==> config.mk <==
export PLATFORM = sky130hd
export DESIGN_NAME = periph_rr_slave_arbiter_flat
export DESIGN_NICKNAME = d
export VERILOG_FILES = /design/src/rtl/periph_rr_slave_arbiter_if.sv /design/src/rtl/periph_rr_slave_arbiter.sv /design/src/flat_wrapper.sv
export SDC_FILE = /design/constraint.sdc
export NUM_CORES = 1
export LEC_CHECK = 0
export BUFFER_PORTS_ARGS = -buffer_cell sky130_fd_sc_hd__buf_4
export CAP_MARGIN = 20
export CORE_AREA = 2 2 610 612
export DETAILED_ROUTE_END_ITERATION = 7
export DIE_AREA = 0 0 612 614
export SLEW_MARGIN = 20
export SYNTH_ARGS = -nofsm -noshare
export SYNTH_HDL_FRONTEND = slang
export SYNTH_SLANG_ARGS = --single-unit
export TNS_END_PERCENT = 10
==> constraint.sdc <==
create_clock -name clk -period 8.71 [get_ports clk]
set_input_delay 1.3065 -clock clk [delete_from_list [all_inputs] [get_ports clk]]
set_output_delay 1.3065 -clock clk [all_outputs]
set_load 0.01 [all_outputs]
==> src/rtl/periph_rr_slave_arbiter_if.sv <==
// Bus bundle between the per-PE address decoders, the per-slave round-robin
// arbiter and the peripheral slave it fronts.
//   slave  modport: arbiter view (takes master requests and slave responses,
//                   drives grants, forwarded request and routed responses)
//   master modport: environment view (PE decoders plus peripheral slave)
// Signal groups:
//   data_req_i/add_i/wen_i/wdata_i/be_i/ID_i   flattened per-master requests
//   data_gnt_o/r_valid_o/r_rdata_o/r_opc_o     per-master grant and response
//   data_req_o/add_o/wen_o/wdata_o/be_o        request forwarded to the slave
//   data_gnt_i/r_valid_i/r_rdata_i/r_opc_i     slave grant and response
//   err_o                                      sticky unsolicited-response flag
interface periph_rr_slave_arbiter_if #(
  parameter int unsigned N_MASTER   = 16,
  parameter int unsigned ID_WIDTH   = 16,
  parameter int unsigned ADDR_WIDTH = 32,
  parameter int unsigned DATA_WIDTH = 32,
  parameter int unsigned BE_WIDTH   = 4
);
  logic [N_MASTER-1:0]            data_req_i;
  logic [N_MASTER*ADDR_WIDTH-1:0] data_add_i;
  logic [N_MASTER-1:0]            data_wen_i;
  logic [N_MASTER*DATA_WIDTH-1:0] data_wdata_i;
  logic [N_MASTER*BE_WIDTH-1:0]   data_be_i;
  logic [N_MASTER*ID_WIDTH-1:0]   data_ID_i;
  logic [N_MASTER-1:0]            data_gnt_o;
  logic [N_MASTER-1:0]            data_r_valid_o;
  logic [DATA_WIDTH-1:0]          data_r_rdata_o;
  logic                           data_r_opc_o;
  logic                           data_req_o;
  logic [ADDR_WIDTH-1:0]          data_add_o;
  logic                           data_wen_o;
  logic [DATA_WIDTH-1:0]          data_wdata_o;
  logic [BE_WIDTH-1:0]            data_be_o;
  logic                           data_gnt_i;
  logic                           data_r_valid_i;
  logic [DATA_WIDTH-1:0]          data_r_rdata_i;
  logic                           data_r_opc_i;
  logic                           err_o;

  modport slave (
    input  data_req_i, data_add_i, data_wen_i, data_wdata_i, data_be_i, data_ID_i,
    output data_gnt_o, data_r_valid_o, data_r_rdata_o, data_r_opc_o,
    output data_req_o, data_add_o, data_wen_o, data_wdata_o, data_be_o,
    input  data_gnt_i, data_r_valid_i, data_r_rdata_i, data_r_opc_i,
    output err_o
  );

  modport master (
    output data_req_i, data_add_i, data_wen_i, data_wdata_i, data_be_i, data_ID_i,
    input  data_gnt_o, data_r_valid_o, data_r_rdata_o, data_r_opc_o,
    input  data_req_o, data_add_o, data_wen_o, data_wdata_o, data_be_o,
    output data_gnt_i, data_r_valid_i, data_r_rdata_i, data_r_opc_i,
    input  err_o
  );
endinterface

==> src/rtl/periph_rr_slave_arbiter.sv <==
// Per-slave round-robin arbiter of the peripheral interconnect.
// Picks one of N_MASTER requesters per cycle starting from the round-robin
// pointer, forwards its request to the slave with zero latency, remembers the
// IDs of accepted requests in an in-order FIFO and steers each slave response
// back to the master that issued it.
// Ports:
//   clk    clock
//   rst_n  asynchronous active-low reset
//   bus    periph_rr_slave_arbiter_if.slave (master requests, slave port,
//          routed responses, sticky error flag)
module periph_rr_slave_arbiter #(
  parameter int unsigned N_MASTER        = 16,
  parameter int unsigned ID_WIDTH        = 16,
  parameter int unsigned ADDR_WIDTH      = 32,
  parameter int unsigned DATA_WIDTH      = 32,
  parameter int unsigned BE_WIDTH        = 4,
  parameter int unsigned MAX_OUTSTANDING = 2
) (
  input  logic                        clk,
  input  logic                        rst_n,
  periph_rr_slave_arbiter_if.slave    bus
);

  localparam int unsigned RR_W  = $clog2(N_MASTER);
  localparam int unsigned CNT_W = $clog2(MAX_OUTSTANDING + 1);
  localparam int unsigned PTR_W = (MAX_OUTSTANDING > 1) ? $clog2(MAX_OUTSTANDING) : 1;

  logic [RR_W-1:0]     rr_q;
  logic [RR_W-1:0]     winner;
  logic                found;
  int unsigned         scan_idx;

  logic [ID_WIDTH-1:0] fifo_q [MAX_OUTSTANDING];
  logic [PTR_W-1:0]    wr_ptr_q;
  logic [PTR_W-1:0]    rd_ptr_q;
  logic [CNT_W-1:0]    count_q;
  logic                err_q;

  logic                full;
  logic                hs;
  logic                pop;
  logic                unsolicited;

  function automatic logic [PTR_W-1:0] ptr_inc(input logic [PTR_W-1:0] p);
    return (p == PTR_W'(MAX_OUTSTANDING - 1)) ? '0 : p + 1'b1;
  endfunction

  // Scan starts at rr_q and wraps, so the first hit is the round-robin winner.
  always_comb begin
    found    = 1'b0;
    winner   = '0;
    scan_idx = 0;
    for (int unsigned i = 0; i < N_MASTER; i++) begin
      scan_idx = (32'(rr_q) + i) % N_MASTER;
      if (!found && bus.data_req_i[scan_idx]) begin
        found  = 1'b1;
        winner = RR_W'(scan_idx);
      end
    end
  end

  assign full        = (count_q == CNT_W'(MAX_OUTSTANDING));
  assign bus.data_req_o = found & ~full;
  assign hs          = bus.data_req_o & bus.data_gnt_i;
  assign pop         = bus.data_r_valid_i & (count_q != '0);
  assign unsolicited = bus.data_r_valid_i & (count_q == '0);

  always_comb begin
    bus.data_add_o   = '0;
    bus.data_wen_o   = 1'b0;
    bus.data_wdata_o = '0;
    bus.data_be_o    = '0;
    if (found) begin
      bus.data_add_o   = bus.data_add_i[winner*ADDR_WIDTH +: ADDR_WIDTH];
      bus.data_wen_o   = bus.data_wen_i[winner];
      bus.data_wdata_o = bus.data_wdata_i[winner*DATA_WIDTH +: DATA_WIDTH];
      bus.data_be_o    = bus.data_be_i[winner*BE_WIDTH +: BE_WIDTH];
    end
  end

  always_comb begin
    bus.data_gnt_o = '0;
    if (hs) bus.data_gnt_o[winner] = 1'b1;
  end

  // The stored ID is the one-hot master select, so it is the response steering mask.
  always_comb begin
    bus.data_r_valid_o = '0;
    if (pop) bus.data_r_valid_o = fifo_q[rd_ptr_q];
  end

  assign bus.data_r_rdata_o = bus.data_r_rdata_i;
  assign bus.data_r_opc_o   = bus.data_r_opc_i;
  assign bus.err_o          = err_q;

  always_ff @(posedge clk) begin
    if (hs) fifo_q[wr_ptr_q] <= bus.data_ID_i[winner*ID_WIDTH +: ID_WIDTH];
  end

  always_ff @(posedge clk or negedge rst_n) begin
    if (!rst_n) begin
      rr_q     <= '0;
      wr_ptr_q <= '0;
      rd_ptr_q <= '0;
      count_q  <= '0;
      err_q    <= 1'b0;
    end else begin
      if (hs) begin
        rr_q     <= (winner == RR_W'(N_MASTER - 1)) ? '0 : winner + 1'b1;
        wr_ptr_q <= ptr_inc(wr_ptr_q);
      end
      if (pop) rd_ptr_q <= ptr_inc(rd_ptr_q);
      case ({hs, pop})
        2'b10:   count_q <= count_q + 1'b1;
        2'b01:   count_q <= count_q - 1'b1;
        default: count_q <= count_q;
      endcase
      if (unsolicited) err_q <= 1'b1;
    end
  end

endmodule
==> src/flat_wrapper.sv <==
// flat-port wrapper written by rule: the top's interface ports become plain ports
module periph_rr_slave_arbiter_flat 
#(
  parameter int unsigned N_MASTER        = 16,
  parameter int unsigned ID_WIDTH        = 16,
  parameter int unsigned ADDR_WIDTH      = 32,
  parameter int unsigned DATA_WIDTH      = 32,
  parameter int unsigned BE_WIDTH        = 4,
  parameter int unsigned MAX_OUTSTANDING = 2
)
  (clk, rst_n, bus_data_req_i, bus_data_add_i, bus_data_wen_i, bus_data_wdata_i, bus_data_be_i, bus_data_ID_i, bus_data_gnt_o, bus_data_r_valid_o, bus_data_r_rdata_o, bus_data_r_opc_o, bus_data_req_o, bus_data_add_o, bus_data_wen_o, bus_data_wdata_o, bus_data_be_o, bus_data_gnt_i, bus_data_r_valid_i, bus_data_r_rdata_i, bus_data_r_opc_i, bus_err_o);
  periph_rr_slave_arbiter_if #(.N_MASTER(N_MASTER), .ID_WIDTH(ID_WIDTH), .ADDR_WIDTH(ADDR_WIDTH), .DATA_WIDTH(DATA_WIDTH), .BE_WIDTH(BE_WIDTH)) bus_i ();
  input  logic clk;
  input  logic rst_n;
  input wire logic [$bits(bus_i.data_req_i)-1:0] bus_data_req_i;
  input wire logic [$bits(bus_i.data_add_i)-1:0] bus_data_add_i;
  input wire logic [$bits(bus_i.data_wen_i)-1:0] bus_data_wen_i;
  input wire logic [$bits(bus_i.data_wdata_i)-1:0] bus_data_wdata_i;
  input wire logic [$bits(bus_i.data_be_i)-1:0] bus_data_be_i;
  input wire logic [$bits(bus_i.data_ID_i)-1:0] bus_data_ID_i;
  output wire logic [$bits(bus_i.data_gnt_o)-1:0] bus_data_gnt_o;
  output wire logic [$bits(bus_i.data_r_valid_o)-1:0] bus_data_r_valid_o;
  output wire logic [$bits(bus_i.data_r_rdata_o)-1:0] bus_data_r_rdata_o;
  output wire logic [$bits(bus_i.data_r_opc_o)-1:0] bus_data_r_opc_o;
  output wire logic [$bits(bus_i.data_req_o)-1:0] bus_data_req_o;
  output wire logic [$bits(bus_i.data_add_o)-1:0] bus_data_add_o;
  output wire logic [$bits(bus_i.data_wen_o)-1:0] bus_data_wen_o;
  output wire logic [$bits(bus_i.data_wdata_o)-1:0] bus_data_wdata_o;
  output wire logic [$bits(bus_i.data_be_o)-1:0] bus_data_be_o;
  input wire logic [$bits(bus_i.data_gnt_i)-1:0] bus_data_gnt_i;
  input wire logic [$bits(bus_i.data_r_valid_i)-1:0] bus_data_r_valid_i;
  input wire logic [$bits(bus_i.data_r_rdata_i)-1:0] bus_data_r_rdata_i;
  input wire logic [$bits(bus_i.data_r_opc_i)-1:0] bus_data_r_opc_i;
  output wire logic [$bits(bus_i.err_o)-1:0] bus_err_o;
  assign bus_i.data_req_i = bus_data_req_i;
  assign bus_i.data_add_i = bus_data_add_i;
  assign bus_i.data_wen_i = bus_data_wen_i;
  assign bus_i.data_wdata_i = bus_data_wdata_i;
  assign bus_i.data_be_i = bus_data_be_i;
  assign bus_i.data_ID_i = bus_data_ID_i;
  assign bus_data_gnt_o = bus_i.data_gnt_o;
  assign bus_data_r_valid_o = bus_i.data_r_valid_o;
  assign bus_data_r_rdata_o = bus_i.data_r_rdata_o;
  assign bus_data_r_opc_o = bus_i.data_r_opc_o;
  assign bus_data_req_o = bus_i.data_req_o;
  assign bus_data_add_o = bus_i.data_add_o;
  assign bus_data_wen_o = bus_i.data_wen_o;
  assign bus_data_wdata_o = bus_i.data_wdata_o;
  assign bus_data_be_o = bus_i.data_be_o;
  assign bus_i.data_gnt_i = bus_data_gnt_i;
  assign bus_i.data_r_valid_i = bus_data_r_valid_i;
  assign bus_i.data_r_rdata_i = bus_data_r_rdata_i;
  assign bus_i.data_r_opc_i = bus_data_r_opc_i;
  assign bus_err_o = bus_i.err_o;
  periph_rr_slave_arbiter #(.N_MASTER(N_MASTER), .ID_WIDTH(ID_WIDTH), .ADDR_WIDTH(ADDR_WIDTH), .DATA_WIDTH(DATA_WIDTH), .BE_WIDTH(BE_WIDTH), .MAX_OUTSTANDING(MAX_OUTSTANDING)) u_core (.clk(clk), .rst_n(rst_n), .bus(bus_i));
endmodule
# Word level (Yosys, flattened, before mapping)
# Memory sizes are Yosys's and may differ from the RTL's.
# Cells that the tools add are included.
# W data, S select, Z words.
dict set report totals {
  register_bits 9
  mem_bits_rw 32
  input_bits 1413
  output_inout_bits 136
  word_cells 171
  memories 1
}
dict set report op_classes {
  add_sub_neg 20
  n_lt_le_gt_ge 18
  n_eq_ne 4
  shift 4
  muxes 80
  n_bitwise 5
  n_reduce_logical 34
}
# name depth word_bits read_ports rd_ports_with_merged_regs wr line
set mem_list {}
lappend mem_list {u_core.fifo_q 2 16 1 0 1 periph_rr_slave_arbiter.sv:33} ;# logic [ID_WIDTH-1:0] fifo_q [MAX_OUTSTANDING];
# operator count
set op_table {}
lappend op_table {{$shiftx A512 B10 Y32} 2}
lappend op_table {{$shiftx A256 B9 Y16} 1}
lappend op_table {{$lt A4 B5 Y1 const B} 17}
lappend op_table {{$mux W4} 18}
lappend op_table {{$bmux W1 S4} 17}
lappend op_table {{$mux W32} 2}
lappend op_table {{$shiftx A64 B7 Y4} 1}
lappend op_table {{$mux W1} 39}
lappend op_table {{$add A4 B4 Y4 const B} 8}
lappend op_table {{$mux W16} 2}
lappend op_table {{$add A4 B3 Y4 const B} 4}
lappend op_table {{$logic_and A1 B1 Y1} 16}
lappend op_table {{$logic_not A1 Y1} 15}
lappend op_table {{$add A4 B1 Y4 const B} 2}
lappend op_table {{$add A4 B2 Y4 const B} 2}
lappend op_table {{$and A1 B1 Y1} 4}
lappend op_table {{$demux W1 S4} 1}
lappend op_table {{$eq A2 B2 Y1 const B} 2}
lappend op_table {{$eq A4 B4 Y1 const B} 1}
lappend op_table {{$ge A4 B1 Y1 const B} 1}
lappend op_table {{$pmux W2 S2} 1}
lappend op_table {{$reduce_bool A2 Y1} 2}
lappend op_table {{$add A1 B1 Y1 const B} 2}
lappend op_table {{$add A2 B1 Y2 const B} 1}
lappend op_table {{4 further kinds} 4}

# Depth between registers and ports, before layout
dict set report logic_depth {
  depth_word 53
  depth_mapped 24
  ltp_nobuf 15
}

# Least setup slack after synthesis
# OpenSTA, ideal clock, no wires.
dict set report synth_timing {
  kind {register to output}
  from {register u_core.rr_q[1]}
  to {output port bus_data_add_o[10]}
  arrival_time_ns 4.902
  t_required_ns 7.404
  path_slack_ns 2.501
  stages_incl_launch_ff 21
  path_buffers 8
  cell_sequence {dfrtp_1 > buf_4 > buf_6 > clkbuf_1 > inv_1 > ha_1 > clkbuf_1 > clkbuf_1 > mux4_2 > mux4_2 > nor4_2 > a221oi_1 > a2111oi_0 > a211o_1 > buf_6 > nor2_2 > buf_2 > buf_2 > nand3_1 > nand4_1 > o22ai_1}
}
dict set report synth_via {
  elab_chain_len 50
  elab_cells_between_ends 111
  classes_between {15 x add/sub; 1 x shift; 65 x mux; 30 x reduce/logical}
}
# element line
set synth_rtl {}
lappend synth_rtl {{start, declared} periph_rr_slave_arbiter.sv:28} ;# logic [RR_W-1:0] rr_q;
lappend synth_rtl {{start signal, assigned} periph_rr_slave_arbiter.sv:109} ;# rr_q <= (winner == RR_W'(N_MASTER - 1)) ? '0 : winner + 1'b1;
lappend synth_rtl {{branches (longest 49 deep; another with $add A4 B1 Y4)} n/a}
lappend synth_rtl {{$mux W32 *} periph_rr_slave_arbiter.sv:73} ;# if (found) begin
lappend synth_rtl {{end, declared} flat_wrapper.sv:26} ;# output wire logic [$bits(bus_i.data_add_o)-1:0] bus_data_add_o;
# Mark *: on every way between the ends. The select of a mux whose other input is x is not followed.

# Worst setup path after layout
dict set report layout_timing {
  from {register u_core.rr_q[0]}
  to {output port bus_data_wdata_o[20]}
}
dict set report layout_via {
  elab_chain_len 50
  elab_cells_between_ends 111
  classes_between {15 x add/sub; 1 x shift; 65 x mux; 30 x reduce/logical}
}
# element line
set layout_rtl {}
lappend layout_rtl {{branches (longest 49 deep; another with $add A4 B1 Y4)} n/a}
lappend layout_rtl {{$mux W32 *} periph_rr_slave_arbiter.sv:73}
lappend layout_rtl {{end, declared} flat_wrapper.sv:28} ;# output wire logic [$bits(bus_i.data_wdata_o)-1:0] bus_data_wdata_o;
# Marks and branches as above.

==> summary.txt <==
Clock network
  – Total CTS buffers: 5
  – Htree depth: 2
  – CTS Hold Bufs: 0
  – Root buffer cell: clkbuf_16
  – Clock Sinks: 41
  – CTS tree: done
  – Clock transition at path regs: 80 ps
  – Worst-skew pair later-pin latency: 310 ps
  – Max Root-Sink Buffers: 2

Layout
  – Multi-input gate area: 0.01380 mm^2
  – FF+latch area: 0.001189 mm^2
  – Ratio of cells with drive above 1 in the final layout: 40.48%
  – Nets: 5,671
  – FILL cells: 43.78k
  – Design area: 0.03403 mm^2
  – Area growth, synth to finish: 105.9%

Route
  – Wire per inst: 30.84 um
  – Drt total wl: 287.5 mm
  – First-pass DRT Iterations: 6
  – Total number of vias: 29.51k
  – Drt drc: 0
  – Detail Route Antenna Nets: 0
  – Via-to-Cell Ratio: 3.166
  – DR iter-0 viols: 3,043

Synthesis
  – Seq/Total Area, Yosys: 7.176%
  – Mapped Area: 0.01653 mm^2
  – Top_reg_cell synth: edfxtp_1
  – Synth cell types: 83
  – Synth Area per Inst: 5.622 um^2
  – Synth Net Count: 4,365
  – #FFs+latches synth: 41
  – Ys async rst share: 21.95%
  – Synthesized instance count: 2,940
  – Warnings, synthesis: 0
  – Number of flops mapped to enable cells by yosys: 32

Timing
  – Fin crit period: 8537 ps
  – Hold Vio Cnt, Final: 0
  – Setup Skew: 17.65 ps
  – Final worst path period share: 98.01%
  – F_max: 117.1 MHz
  – RSZ-0062 raised after global routing: no
  – Hold_ws: 558.8 ps
  – Finish-stage setup viols: 0
  – Setup TNS Final: 0 ps
  – Fin. max-slew vios: 0
  – Final WS setup: 173.0 ps
  – Slew @ Worst Pin: 1079 ps
  – Slew HR: 28.08%

Status
  – Outcome: finished, final reports clean

GRT
  – Largest net degree at the start of global routing: 92
  – Vias in the first global route: 27.67k
  – GRT overflow: 0
  – First-pass GRT wire length: 341.0 mm
  – Initial antenna violation count: 205
  – GRT Overall Usage: 14.44%

Place
  – Dpl hpwl: 257.5 mm
  – Placed Area: 0.03355 mm^2
  – Pre-CTS setup slack: 26.12 ps
  – IO buf count: 1,482
  – GP Congestion: 0.9743

Floorplanning
  – Die area: 0.3758 mm^2
  – Core area: 0.3702 mm^2
  – I/O pin cnt: 1,549
  – Std-Cell Rows: 224
  – Starting Density: 4.465%
  – Die X-Extent: 612 um
  – Die Y: 614 um

Setup path
  – Crit path kind: register to primary output
  – Crit start category: register
  – R2r setup slk: 1590 ps
  – Critical path arrival: 7230 ps
  – Worst Path Required: 7400 ps
  – Worst setup EP type: primary output
  – Worst-path maximum fanout: 52

Run
  – # Max-Cap Violations: 0

Worst hold path
  – Min-delay worst type: register to register
==> state kept, by name, summed over array words and instances, names as in the netlist <==
name              flops
u_core.rd_ptr_q       1
u_core.rr_q           4
u_core.wr_ptr_q       1
u_core.bus.err_o      1
u_core.fifo_q        32
u_core.count_q        2
==> final cells by class <==
| class | instances | share of cell area (%) |
|---|---|---|
| sequential | 41 | 3.493 |
| inverter | 14 | 0.1802 |
| antenna | 102 | 0.7501 |
| clock inverter | 3 | 0.2022 |
| tap | 4972 | 18.28 |
| clock buffer | 5 | 0.3677 |
| multi-input combinational | 2582 | 40.55 |
| timing repair buffer | 1602 | 36.17 |
==> synth_stat cells, drive strengths merged, types with 32 or more instances <==
| master | n | area, um^2 |
|---|---|---|
| and3 | 75 | 469.2 |
| buf | 232 | 1366 |
| clkbuf | 71 | 266.5 |
| nand3 | 560 | 2803 |
| mux4 | 34 | 765.7 |
| nand2 | 1314 | 4932 |
| mux2i | 83 | 859.6 |
| edfxtp | 32 | 960.9 |
| o22ai | 72 | 450.4 |
| a31oi | 37 | 237.7 |
| mux2 | 35 | 394.1 |
| nor2 | 40 | 152.6 |
| nand4 | 139 | 884.6 |
==> worst max-delay path: stages (launching register included) <==
cell,delay [ps]
dfrtp_2,420
inv_1,390
ha_2,530
mux4_2,580
mux2_2,320
mux2i_4,260
and2_0,420
nand3_1,390
o221ai_2,300
o21a_4,470
buf_12,270
buf_12,280
buf_4,350
nand2_1,100
nand3_1,300
nand4_1,540
o22ai_1,620
buf_4,220
==> cells in the final DEF, fill, tap and decap left out, types with 11 or more instances in the layout <==
| cell | instances |
|---|---|
| and3_1 | 75 |
| mux2_1 | 20 |
| mux4_2 | 34 |
| a221o_1 | 17 |
| nand2_1 | 1314 |
| mux2i_1 | 80 |
| buf_12 | 22 |
| xnor2_1 | 11 |
| nand4_1 | 138 |
| diode_2 | 102 |
| ha_1 | 11 |
| nor2_1 | 38 |
| mux2_2 | 15 |
| a31oi_1 | 36 |
| nand3_1 | 560 |
| a21oi_1 | 14 |
| o21ai_0 | 17 |
| o22ai_1 | 63 |
| o32ai_2 | 15 |
| edfxtp_1 | 32 |
| buf_4 | 1578 |
==> what timing repair did <==
| action | in CTS | in global routing |
|---|---|---|
| resized for setup | 2 | 3 |
| setup buffers | 0 | 0 |
| pin swaps | 1 | 0 |
| endpoints found under the setup margin | 3 | 4 |
==> through the flow <==
| step | cells | util [%] |
|---|---|---|
| 3_3_place_gp | 9210 | 9.051 |
| 2_1_floorplan | 2940 | - |
| 4_1_cts | 9219 | 9.116 |
| 3_5_place_dp | 9211 | 9.061 |
| 5_1_grt | 9302 | 9.178 |
| 6_report | 9321 | 9.191 |
==> path summary, 6_finish.rpt <==
path / startpoint / depth (start not counted) / endpoint
max: u_core.rr_q[0] / 17 / bus_data_wdata_o[20]
min: u_core.wr_ptr_q / 1 / u_core.wr_ptr_q
max reg2reg: u_core.rr_q[0] / 17 / u_core.fifo_q[1][12]
min reg2reg: u_core.wr_ptr_q / 1 / u_core.wr_ptr_q
max in group asynchronous: rst_n / 1 / u_core.count_q[0]
min in group asynchronous: rst_n / 1 / u_core.rr_q[0]
==> routing by layer <==
| layer | vias up | track usage (%) | wire length, um |
|---|---|---|---|
| li1 | 12930 | - | - |
| met1 | 14030 | 14.14 | 94160 |
| met2 | 2023 | 26.53 | 151800 |
| met3 | 455 | 4.921 | 26200 |
| met4 | 70 | 7.768 | 14630 |
| met5 | - | 0.6199 | 643 |
==> kinds of logic (layout without fill, tap and decap cells) <==
| group | Yosys count | after routing | share of synthesized area [%] |
|---|---|---|---|
| AO/OA/AOI/OAI | 228 | 228 | 10.65 |
| buffers and inverters | 317 | 1624 | 10.20 |
| multiplexers | 152 | 152 | 12.22 |
| flip-flops | 41 | 41 | 7.176 |
| adder cells (fa/ha/maj) | 12 | 12 | 0.9083 |
| other | 0 | 102 | 0 |
| AND/OR/NAND/NOR | 2173 | 2173 | 57.82 |
| XOR/XNOR | 17 | 17 | 1.037 |
Power is not shown: default switching activity piles up to over one toggle a cycle in this logic, so the estimate is an artifact.
